## config.mk

```make
export PLATFORM = sky130hd
export DESIGN_NAME = ifmap_fifo_sched
export DESIGN_NICKNAME = d
export VERILOG_FILES = /design/src/rtl/ifmap_fifo_sched.sv
export SDC_FILE = /design/constraint.sdc
export NUM_CORES = 1
export LEC_CHECK = 0
export ABC_AREA = 1
export CAP_MARGIN = 20
export CORE_UTILIZATION = 40
export DETAILED_ROUTE_END_ITERATION = 12
export REMOVE_ABC_BUFFERS = 1
export SLEW_MARGIN = 10
export SYNTH_ARGS = -nofsm -noshare
export SYNTH_HDL_FRONTEND = slang
export SYNTH_SLANG_ARGS = --single-unit
```

## constraint.sdc

```tcl
create_clock -name clk -period 11.6 [get_ports clk]
set_input_delay 3.48 -clock clk [delete_from_list [all_inputs] [get_ports clk]]
set_output_delay 3.48 -clock clk [all_outputs]
set_load 0.01 [all_outputs]
```

## src/rtl/ifmap_fifo_sched.sv

```systemverilog
// ifmap_fifo_sched: round-robin refill of byte-wide ifmap FIFOs from GLB.
// Optional ARB stall counter: define IFMAP_FIFO_SCHED_PERF_EN.
module ifmap_fifo_sched #(
    parameter int NUM_FIFO = 4,
    parameter int ADDR_W   = 32,
    parameter int CNT_W    = 16
) (
    input  logic                clk,
    input  logic                rst_n,
    input  logic                start,
    input  logic [ADDR_W-1:0]   base_addr,
    input  logic [ADDR_W-1:0]   fifo_stride,
    input  logic [CNT_W-1:0]    word_cnt,
    output logic                busy,
    output logic                done,
    output logic                glb_rd_en,
    output logic [ADDR_W-1:0]   glb_rd_addr,
    input  logic [31:0]         glb_rd_data,
    input  logic [NUM_FIFO-1:0] fifo_empty,
    output logic [NUM_FIFO-1:0] fifo_push_en,
    output logic                fifo_push_mod,
    output logic [31:0]         fifo_push_data,
    output logic [31:0]         perf_stall_cnt
);

    localparam int SEL_W = (NUM_FIFO > 1) ? $clog2(NUM_FIFO) : 1;

    typedef enum logic [2:0] {
        IDLE,
        ARB,
        REQ,
        WAIT,
        PUSH,
        DONE
    } state_t;

    state_t state_q;
    state_t state_d;

    logic [ADDR_W-1:0] base_q;
    logic [ADDR_W-1:0] stride_q;
    logic [ADDR_W-1:0] addr_q;
    logic [ADDR_W-1:0] next_addr;
    logic [CNT_W-1:0]  rem_q  [NUM_FIFO];
    logic [CNT_W-1:0]  widx_q [NUM_FIFO];
    logic [SEL_W-1:0]  rr_q;
    logic [SEL_W-1:0]  rr_next;
    logic [SEL_W-1:0]  sel_q;
    logic [SEL_W-1:0]  pick_idx;
    logic [31:0]       data_q;

    logic [NUM_FIFO-1:0] elig;
    logic                all_done;
    logic                pick_vld;
    logic                start_ok;
    logic                take;

    assign start_ok = (state_q == IDLE) && start;
    assign take     = (state_q == ARB) && !all_done && pick_vld;

    // A FIFO is eligible when it is empty and still owed words.
    always_comb begin
        all_done = 1'b1;
        elig     = '0;
        for (int i = 0; i < NUM_FIFO; i++) begin
            elig[i] = fifo_empty[i] && (rem_q[i] != '0);
            if (rem_q[i] != '0) begin
                all_done = 1'b0;
            end
        end
    end

    // Circular search from rr_q; walking backwards leaves the first hit.
    always_comb begin
        int j;
        j        = 0;
        pick_vld = 1'b0;
        pick_idx = '0;
        for (int k = NUM_FIFO - 1; k >= 0; k--) begin
            j = int'(rr_q) + k;
            if (j >= NUM_FIFO) begin
                j = j - NUM_FIFO;
            end
            if (elig[SEL_W'(j)]) begin
                pick_vld = 1'b1;
                pick_idx = SEL_W'(j);
            end
        end
    end

    assign next_addr = base_q
                     + ADDR_W'(pick_idx) * stride_q
                     + (ADDR_W'(widx_q[pick_idx]) << 2);

    assign rr_next = (sel_q == SEL_W'(NUM_FIFO - 1))
                   ? '0 : sel_q + 1'b1;

    // State register.
    always_ff @(posedge clk or negedge rst_n) begin
        if (!rst_n) begin
            state_q <= IDLE;
        end else begin
            state_q <= state_d;
        end
    end

    // Next state and strobes; a zero quota drains through ARB to DONE.
    always_comb begin
        state_d      = state_q;
        glb_rd_en    = 1'b0;
        fifo_push_en = '0;
        done         = 1'b0;
        unique case (state_q)
            IDLE: begin
                if (start) begin
                    state_d = ARB;
                end
            end
            ARB: begin
                if (all_done) begin
                    state_d = DONE;
                end else if (pick_vld) begin
                    state_d = REQ;
                end
            end
            REQ: begin
                glb_rd_en = 1'b1;
                state_d   = WAIT;
            end
            WAIT: begin
                state_d = PUSH;
            end
            PUSH: begin
                fifo_push_en[sel_q] = 1'b1;
                state_d             = ARB;
            end
            DONE: begin
                done    = 1'b1;
                state_d = IDLE;
            end
            default: begin
                state_d = IDLE;
            end
        endcase
    end

    // Job registers, per-FIFO quotas, selected FIFO and data capture.
    always_ff @(posedge clk or negedge rst_n) begin
        if (!rst_n) begin
            base_q   <= '0;
            stride_q <= '0;
            addr_q   <= '0;
            rr_q     <= '0;
            sel_q    <= '0;
            data_q   <= '0;
            for (int i = 0; i < NUM_FIFO; i++) begin
                rem_q[i]  <= '0;
                widx_q[i] <= '0;
            end
        end else begin
            if (start_ok) begin
                base_q   <= base_addr;
                stride_q <= fifo_stride;
                rr_q     <= '0;
                for (int i = 0; i < NUM_FIFO; i++) begin
                    rem_q[i]  <= word_cnt;
                    widx_q[i] <= '0;
                end
            end
            if (take) begin
                sel_q  <= pick_idx;
                addr_q <= next_addr;
            end
            if (state_q == WAIT) begin
                data_q <= glb_rd_data;
            end
            if (state_q == PUSH) begin
                rem_q[sel_q]  <= rem_q[sel_q] - 1'b1;
                widx_q[sel_q] <= widx_q[sel_q] + 1'b1;
                rr_q          <= rr_next;
            end
        end
    end

    assign busy           = (state_q != IDLE);
    assign glb_rd_addr    = addr_q;
    assign fifo_push_data = data_q;
    assign fifo_push_mod  = 1'b1;

`ifdef IFMAP_FIFO_SCHED_PERF_EN
    logic [31:0] stall_q;
    logic        stall;

    assign stall = (state_q == ARB) && !all_done && !pick_vld;

    // Saturating count of ARB cycles with work pending but nothing eligible.
    always_ff @(posedge clk or negedge rst_n) begin
        if (!rst_n) begin
            stall_q <= '0;
        end else if (start_ok) begin
            stall_q <= '0;
        end else if (stall && (stall_q != '1)) begin
            stall_q <= stall_q + 1'b1;
        end
    end

    assign perf_stall_cnt = stall_q;
`else
    assign perf_stall_cnt = 32'd0;
`endif

endmodule

```

==> impl_metrics.env <==
export IMPL_crit_top_cell="nand2_1"
export IMPL_synthTopCellsByCount="nand2_1, dfrtp_1, inv_1"
export IMPL_maxCapViolations=0
export IMPL_relSlewSlack_pct=35.5
export IMPL_io_buffers=189
export IMPL_reg2reg_depth=32
export IMPL_num_vias=14200
export IMPL_antenna_found_initial=0
export IMPL_worst_setup_path_start_kind="input port"
export IMPL_tns_ns=0
export IMPL_crit_buf_inv=7
export IMPL_synth_area_sq_um=16400
export IMPL_synth_area_per_cell_sq_um=7.82
export IMPL_overflow=0
export IMPL_synth_distinct_cells=54
export IMPL_grt_max_degree=173
export IMPL_hp_start="glb_rd_addr[2]"
export IMPL_hpwl_mm=29.8
export IMPL_required_ns=12.04
export IMPL_crit_arrival_ns=8.77
export IMPL_clock_path_buffers=3
export IMPL_async_flop_share_pct=100
export IMPL_cts_setup_buffers=0
export IMPL_drc=0
export IMPL_synth_top_area_share_pct=40.2
export IMPL_synth_edf_count=0
export IMPL_timing_fmax_mhz=120
export IMPL_fillerInstances=3962
export IMPL_start_util_pct=40.9
export IMPL_drtIter0Drc=944
export IMPL_yosysWarningCount=0
export IMPL_clock_skew_ns=0.0154
export IMPL_ios=223
export IMPL_postRouteAntennaNets=0
export IMPL_multi_input_area_sq_um=8180
export IMPL_synth_area_leader_cell="dfrtp_1"
export IMPL_clk_pin_slew_worst_paths_ns=0.06
export IMPL_hold_buffers=0
export IMPL_regArea_sq_um=6580
export IMPL_r2r_end="glb_rd_addr[29]"
export IMPL_ys_seq_area_share_pct=40.2
export IMPL_fin_crit_sh_pct=71.8
export IMPL_grt_pass1_wl_mm=72.5
export IMPL_max_stage_delay_ns=0.52
export IMPL_final_max_slew_viol_count=0
export IMPL_crit_slowest_cell="fa_1"
export IMPL_postRouteWirelength_mm=44.4
export IMPL_path_class="input port to flip-flop"
export IMPL_cts_root_buf="clkbuf_16"
export IMPL_end_kind="flip-flop"
export IMPL_setup_viol=0
export IMPL_dr_pass1_iters=5
export IMPL_std_cell_rows=73
export IMPL_drive_gt1_share_pct=6.97
export IMPL_core_area_sq_um=40000
export IMPL_rsz0062_at_grt="false"
export IMPL_dieHeight_um=204
export IMPL_hold_path_end="glb_rd_addr[2]"
export IMPL_dieArea_sq_um=41700
export IMPL_min_path_type="flip-flop to flip-flop"
export IMPL_nets=2447
export IMPL_yosysMostFrequentCell="nand2_1"
export IMPL_cts_tree="yes"
export IMPL_worst_pin_slew_ns=0.967
export IMPL_cts_buffers=31
export IMPL_insertion_delay_ns=0.58
export IMPL_n_antenna_cell=0
export IMPL_reg2reg_from="rem_q[34]"
export IMPL_synth_area_top_cells="dfrtp_1, nand2_1, o21ai_0, inv_1, fa_1"
export IMPL_crit_fanout=42
export IMPL_synthFlopType="dfrtp_1"
export IMPL_h_tree_depth=1
export IMPL_period_needed_ns=8.33
export IMPL_avgViaCountPerCell=5.11
export IMPL_synth_seq_cells=263
export IMPL_clock_sinks=263
export IMPL_finalHoldViolations=0
export IMPL_critPathTopFamily="buffers and inverters"
export IMPL_worstHoldPathCells=2
export IMPL_syn_inst=2092
export IMPL_cts_resized=0
export IMPL_grtUsageTotal_pct=21.5
export IMPL_wire_per_inst_um=16.0
export IMPL_grt_pass1_vias=13900
export IMPL_outcome="finished clean"
export IMPL_area_delta_synth_final_pct=19.3
export IMPL_gp_congestion=0.872
export IMPL_reg2reg_slack_ns=5.72
export IMPL_die_w_um=204
## final cells by class
class	instances	area share [%]
clock buffer	43	4.67
inverter	275	5.30
clock inverter	13	0.494
timing repair buffer	208	10.5
multi-input combinational	1452	41.9
tap	525	3.37
sequential	263	33.7
## through the flow
stage	hold WS (ns)	setup slack, ns	utilization (%)	cells	instance area [sq um]
finish	0.477	3.27	48.8	2779	19500
CTS	0.482	3.33	48.8	2779	19500
global placement	0.469	2.85	46.3	2723	18500
detailed placement	0.466	2.73	46.3	2723	18500
global route	0.513	2.76	48.8	2779	19500
floorplan	0.455	1.96	-	1990	15800
## how the worst max path moves through the flow
stage | cells after the start | startpoint | slack [ns] | to
5_1_grt | 30 | fifo_empty[0] | 2.76 | glb_rd_addr[28]
3_5_place_dp | 30 | fifo_empty[2] | 2.73 | glb_rd_addr[28]
2_1_floorplan | 6 | start | 1.96 | rem_q[50]
6_report | 30 | fifo_empty[2] | 3.27 | glb_rd_addr[28]
3_3_place_gp | 30 | fifo_empty[0] | 2.85 | glb_rd_addr[28]
4_1_cts | 30 | fifo_empty[2] | 3.33 | glb_rd_addr[28]
## state kept, by name, summed over array words and instances, names as in the netlist, 3 cells and up
register,cells
base_q,32
fifo_push_data,32
state_q,3
glb_rd_addr,32
stride_q,32
widx_q,64
rem_q,64
## cells in the final DEF (no fill, tap or decap), types with 3 or more instances in the layout
| cell | Yosys | routed |
|---|---|---|
| o32ai_1 | 7 | 7 |
| inv_1 | 251 | 249 |
| a31oi_1 | 8 | 8 |
| xor2_2 | 3 | 3 |
| o211ai_1 | 13 | 13 |
| clkbuf_8 | 0 | 9 |
| clkbuf_16 | 0 | 31 |
| fa_1 | 47 | 47 |
| o21ai_1 | 62 | 62 |
| nor2_1 | 182 | 182 |
| xnor2_1 | 15 | 15 |
| o22ai_1 | 4 | 4 |
| nor2_2 | 7 | 7 |
| dfrtp_1 | 263 | 262 |
| clkinv_1 | 3 | 3 |
| nand3_1 | 160 | 159 |
| ha_1 | 50 | 50 |
| inv_2 | 21 | 22 |
| nand2_1 | 475 | 472 |
| nor3_1 | 9 | 9 |
| clkinv_2 | 0 | 10 |
| mux2_2 | 32 | 32 |
| a32oi_1 | 16 | 16 |
| clkbuf_1 | 58 | 3 |
| o21bai_1 | 3 | 3 |
| conb_1 | 2 | 33 |
| o21ai_0 | 191 | 191 |
| buf_4 | 37 | 18 |
| nand2_2 | 1 | 4 |
| clkdlybuf4s50_1 | 0 | 188 |
| a21o_1 | 3 | 3 |
| a21oi_1 | 71 | 71 |
| nand4_1 | 7 | 7 |
| xor2_1 | 26 | 26 |
## worst min-delay path, stage by stage, from the launching register on
cell and delay [ns]:
dfrtp_1 0.34, nand2_1 0.06, nand2_1 0.05
## kinds of logic after synthesis
| group | count (synthesis) | share of synthesized area, % |
|---|---|---|
| AOI/OAI and AO/OA | 390 | 13.1 |
| xor gates and xnor gates | 44 | 2.49 |
| adders and majority gates | 97 | 9.58 |
| buffers and inverters | 408 | 10.6 |
| DFF | 263 | 40.2 |
| muxes | 32 | 2.20 |
| other | 2 | 0.0459 |
| and+or+nand+nor | 856 | 21.7 |
## metal layers
layer | routed length (um) | vias to the layer above | GRT usage [%]
met1 | 19900 | 6791 | 29.3
met3 | 2430 | 67 | 2.82
li1 | - | 6941 | -
met2 | 21100 | 398 | 36.2
met4 | 966 | 0 | 4.98
met5 | 0 | - | 0
Power is not shown: default switching activity piles up to over one toggle a cycle in this logic, so the estimate is an artifact.
==> patch 1, RTL diff (same flow settings) <==
The option `IFMAP_FIFO_SCHED_PERF_EN` is turned on by a define.
--- a/src/rtl/ifmap_fifo_sched.sv
+++ b/src/rtl/ifmap_fifo_sched.sv
@@ -2,2 +2,4 @@
 // Optional ARB stall counter: define IFMAP_FIFO_SCHED_PERF_EN.
+`define IFMAP_FIFO_SCHED_PERF_EN
+
 module ifmap_fifo_sched #(
Check against the original RTL: not equivalent (a bounded check fails within 4 cycles, from zero or initial values and one cycle with rst_n low).
==> patch 1 against the original RTL <==
Routed wire length grew 15%. Worst setup slack lost 0.026 ns. Synthesized area grew 12%. Register-to-register slack lost 0.21 ns. Sequential cell count grew 32. Design area grew 13%. Critical endpoint unchanged. Highest routed layer unchanged.
==> patch 1: results (changes against the original RTL) <==
Placement
  • Cells after DPL: 3091 (+14%)
  • GPL Wtd Cong: 0.9321 (+6.9%)
  • Place WS: 2.733 ns (+0.005690 ns)
  • Buffers added on ports: 221 (+17%)
  • Cell Area, Placed: 20880 um^2 (+13%)
  • Hpwl dp: 35420 um (+19%)

STA
  • Clk_skew: 0.01986 ns (+0.004466 ns)
  • Worst slew margin: 33.41% (-2.1 points)
  • Final Setup Violations: 0 (unchanged)

Clock network
  • Post-CTS Setup Bufs: 0 (unchanged)
  • Cts bufs inserted: 36 (+16%)
  • Longest Clk Path Bufs: 3 (unchanged)
  • Clock Tree Root: clkbuf_16
  • H-tree Lvls: 2 (+1)
  • Clk_lat worst skew: 0.56 ns (-0.02 ns)
  • Post-CTS resize count: 0 (unchanged)
  • Hold buffers post-CTS: 0 (unchanged)
  • Clock slew at reported path FFs: 0.06 ns (about the same)

Run status
  • Status: completed

Logic synthesis
  • Synth unique cells: 53 (-1.9%)
  • Synth warn: 0 (unchanged)
  • Ranking of synthesized cells by area: dfrtp_1 (40%), nand2_1 (11%), o21ai_0 (7.2%)
  • Mean Syn Cell Area: 7.722 um^2 (-1.2%)
  • Sequential fraction of the synthesis area: 40.39% (+0.14 points)
  • Synth async-reset ratio: 100.0% (unchanged)
  • Post-synth top cells: nand2_1 (531), inv_1 (331), dfrtp_1 (295)

Power
  • Pleak: 10.40 nW
  • Peak VDD IR: 142.6 uV

Floorplanning
  • Starting Density: 40.98% (+0.098 points)

Cells and area
  • Biggest regs: rem_q x64, widx_q x64
  • Nets: 2754 (+13%)
  • # fillers: 4372 (+10%)
  • Share of layout cells above drive strength 1: 6.594% (-0.37 points)
  • Area of the multi-input gates: 9097 um^2 (+11%)

Global route
  • Largest net degree at the start of global routing: 119 (-31%)
  • GRT Overall Usage: 22.26% (+0.75 points)
  • First-pass GRT wire length: 84110 um (+16%)
  • Initial antenna violation count: 1 (+1)

Route
  • DRT iter0 DRCs: 1182 (+25%)
  • Post-Route WL: 50940 um (+15%)
  • Via density: 5.150 (+0.81%)
  • First-pass detailed-route iteration total: 7 (+2)
  • Vias: 16.25k (+14%)

Min path
  • Hold crit path type: flip-flop to flip-flop
  • Worst Hold Path Cells: 2 (unchanged)

Setup path
  • Largest stage delay on the critical path: 0.53 ns
  • Worst r2r path cells: 31 (-3.1%)
  • Critical path fanouts, max: 57 (+36%)
  • Top Family by Delay on Critical Path: simple AND/OR/NAND/NOR gates
  • Worst EP arrival: 8.84 ns (+0.07 ns)
  • Slowest stage cell, crit path: buf_4
patch 1: cell types whose count changed after synthesis, sizes merged, moves of 17 or more:
cell	delta
buf	-33
o21ai	+41
nor3	+27
a21oi	+17
inv	+70
nand2	+58
dfrtp	+32
patch 1: kinds of logic after synthesis:
group                    share of synthesized area, %
buffers and inverters                           9.974
adder cells (fa/ha/maj)                         8.639
AND/OR/NAND/NOR                                 22.57
AO/OA/AOI/OAI                                   13.61
multiplexers                                    1.972
flip-flops                                      40.39
XOR/XNOR                                        2.827
other                                         0.02052
patch 1: worst min-delay path: stages, from the launching register on:
cell	delay, ns
dfrtp_1	0.34
nand2_1	0.05
nand2_1	0.05
patch 1: metal layers:
layer / global-route usage, % / routed length, um
met1: 30.23 / 23360
met3: 2.791 / 2391
met5: 0 / 0
met2: 36.59 / 23780
met4: 7.683 / 1411
patch 1: final cells by class:
cell class / count / area share, %
Tap cell: 592 / 3.347
Timing Repair Buffer: 241 / 10.70
Sequential cell: 295 / 33.37
Clock buffer: 50 / 4.766
Inverter: 343 / 5.852
Clock inverter: 14 / 0.8481
Multi-Input combinational cell: 1620 / 41.11
Antenna cell: 1 / 0.01131
patch 1: report_power, final:
| group | switching (mW) | internal [mW] | leakage, nW |
|---|---|---|---|
| logic | 2.71 | 1.59 | 6.02 |
| registers | 0.273 | 1.43 | 3.78 |
| clock network | 0.455 | 0.725 | 0.601 |
patch 1: path summary, 6_finish.rpt:
check                               start  slack, ns               to
max                         fifo_empty[3]       3.24  glb_rd_addr[28]
min                        glb_rd_addr[0]       0.48   glb_rd_addr[0]
max reg2reg                      rem_q[0]       5.51  glb_rd_addr[28]
min reg2reg                glb_rd_addr[0]       0.48   glb_rd_addr[0]
max in group asynchronous           rst_n       6.60         sel_q[0]
min in group asynchronous           rst_n       2.95        base_q[1]
==> patch 2, RTL diff (same settings) <==
Without the edit above. Re-encode `state_t` (6 states) as one-hot, 6 bits wide.
--- a/src/rtl/ifmap_fifo_sched.sv
+++ b/src/rtl/ifmap_fifo_sched.sv
@@ -27,9 +27,9 @@
 
-    typedef enum logic [2:0] {
-        IDLE,
-        ARB,
-        REQ,
-        WAIT,
-        PUSH,
-        DONE
+    typedef enum logic [5:0] {
+        IDLE = 6'b000001,
+        ARB  = 6'b000010,
+        REQ  = 6'b000100,
+        WAIT = 6'b001000,
+        PUSH = 6'b010000,
+        DONE = 6'b100000
     } state_t;
Formal check against the unedited RTL: no difference found for any inputs over 4 cycles, from zero or initial values and one cycle with rst_n low; so few cycles prove little.
==> patch 2 against the original RTL <==
Synthesized area increased by 0.22%. Synthesized cell count up 2.6%. Sequential cell count up 3. Worst setup slack gained 0.0057 ns. Design area about the same. Routed wire length decreased by 0.39%. Worst hold slack hardly changed.
==> patch 2: results (changes against the original RTL) <==
Route
  • Post-Route WL: 44210 um (-0.39%)
  • DRC: 0 (unchanged)
  • Via density: 5.063 (-0.90%)

Logic synthesis
  • Sequential fraction of the synthesis area: 40.62% (+0.38 points)
  • Ranking of synthesized cells by area: dfrtp_1 (40%), nand2_1 (14%), o21ai_0 (6.9%)
  • Synth unique cells: 53 (-1.9%)
  • Synth warn: 0 (unchanged)
  • Post-synth top cells: nand2_1 (590), dfrtp_1 (265), inv_1 (247)
  • Post-Synthesis Cells: 2147 (+2.6%)

Setup path
  • Critical path fanouts, max: 32 (-24%)
  • Crit path launch: fifo_empty[0]
  • FF-to-FF Start: rem_q[63]

STA
  • Worst slew margin: 32.80% (-2.7 points)
  • Clk_skew: 0.01580 ns (+0.0004061 ns)
  • Setup tns final: 0 ns (unchanged)

Global route
  • Number of global-route vias before repair: 14.43k (+3.8%)
  • Largest net degree at the start of global routing: 177 (+2.3%)
  • GRT Overall Usage: 21.61% (+0.094 points)
  • First-pass GRT wire length: 73600 um (+1.6%)

Min path
  • Hold Startpoint: fifo_push_data[31]

Cells and area
  • Area Overhead vs Synth: 18.93%
  • Share of layout cells above drive strength 1: 4.083% (-2.9 points)
  • Nets: 2496 (+2.0%)
  • # fillers: 3910 (-1.3%)

Placement
  • Hpwl dp: 29780 um (about the same)
  • Place WS: 2.711 ns (-0.01606 ns)
  • GPL Wtd Cong: 0.8920 (+2.3%)

Run status
  • Status: completed
[patch 2: changes by cell type after synthesis, moves of 12 or more]
cell / change
inv_2: -17
o21ai_1: -47
nand3_1: -20
xor2_1: +12
o21ai_0: +34
a21oi_1: +29
mux2_2: -32
nand2_1: +115
nor2_1: -15
[patch 2: layout make-up]
type,count,share of cell area [%]
clock buffers,43,4.416
clock inverters,12,0.7318
inverters,254,4.910
multi-input cells,1522,42.00
flip-flops and latches,266,34.16
well taps,525,3.370
repair buffers,205,10.41
[patch 2: power breakdown]
part	internal [mW]	switching (mW)
clock network	0.581	0.398
registers	1.25	0.228
logic	0.993	1.72
total	2.82	2.35
[patch 2: worst paths after layout]
path	slack, ns	end	cells past startpoint
worst max-delay path	3.27	glb_rd_addr[25]	24
worst min-delay path	0.48	fifo_push_data[31]	2
worst max register to register	5.79	glb_rd_addr[25]	28
worst min register to register	0.48	fifo_push_data[31]	2
max in group asynchronous	7.26	rem_q[36]	2
min in group asynchronous	2.90	stride_q[5]	1
[patch 2: kinds of logic (layout without fill, tap and decap cells)]
logic type      count (synthesis)  after routing  synth area share [%]
buf+inv                       390            514                 10.20
other cells                     2             33               0.04582
compound gates                406            406                 13.78
simple gates                  939            939                 23.28
fa+ha+maj                      97             97                 9.558
flops                         266            266                 40.62
xor+xnor                       47             47                 2.512
[patch 2: critical path, cell delays in order]
cell and delay, ns:
clkdlybuf4s50_1 0.48, nand2_1 0.07, o21ai_1 0.24, nand2_1 0.15, nand2_1 0.09, inv_1 0.05, nand3_1 0.11, nand2_1 0.09
inv_1 0.47, buf_4 0.45, nand2_1 0.10, a32o_1 0.29, fa_1 0.50, inv_1 0.04, ha_1 0.34, a21oi_1 0.16
a21boi_0 0.46, o21bai_1 0.20, a21boi_0 0.33, o21ai_0 0.19, nand2_1 0.12, o21ai_0 0.10, xnor2_1 0.15, o21ai_1 0.07
[patch 2: metal layers]
layer | vias to the layer above | global-route usage, % | wire length [um]
li1 | 7062 | - | -
met1 | 6790 | 29.70 | 20390
met2 | 394 | 35.64 | 20580
met3 | 66 | 2.982 | 2148
met4 | 0 | 5.677 | 1085
met5 | - | 0 | 0
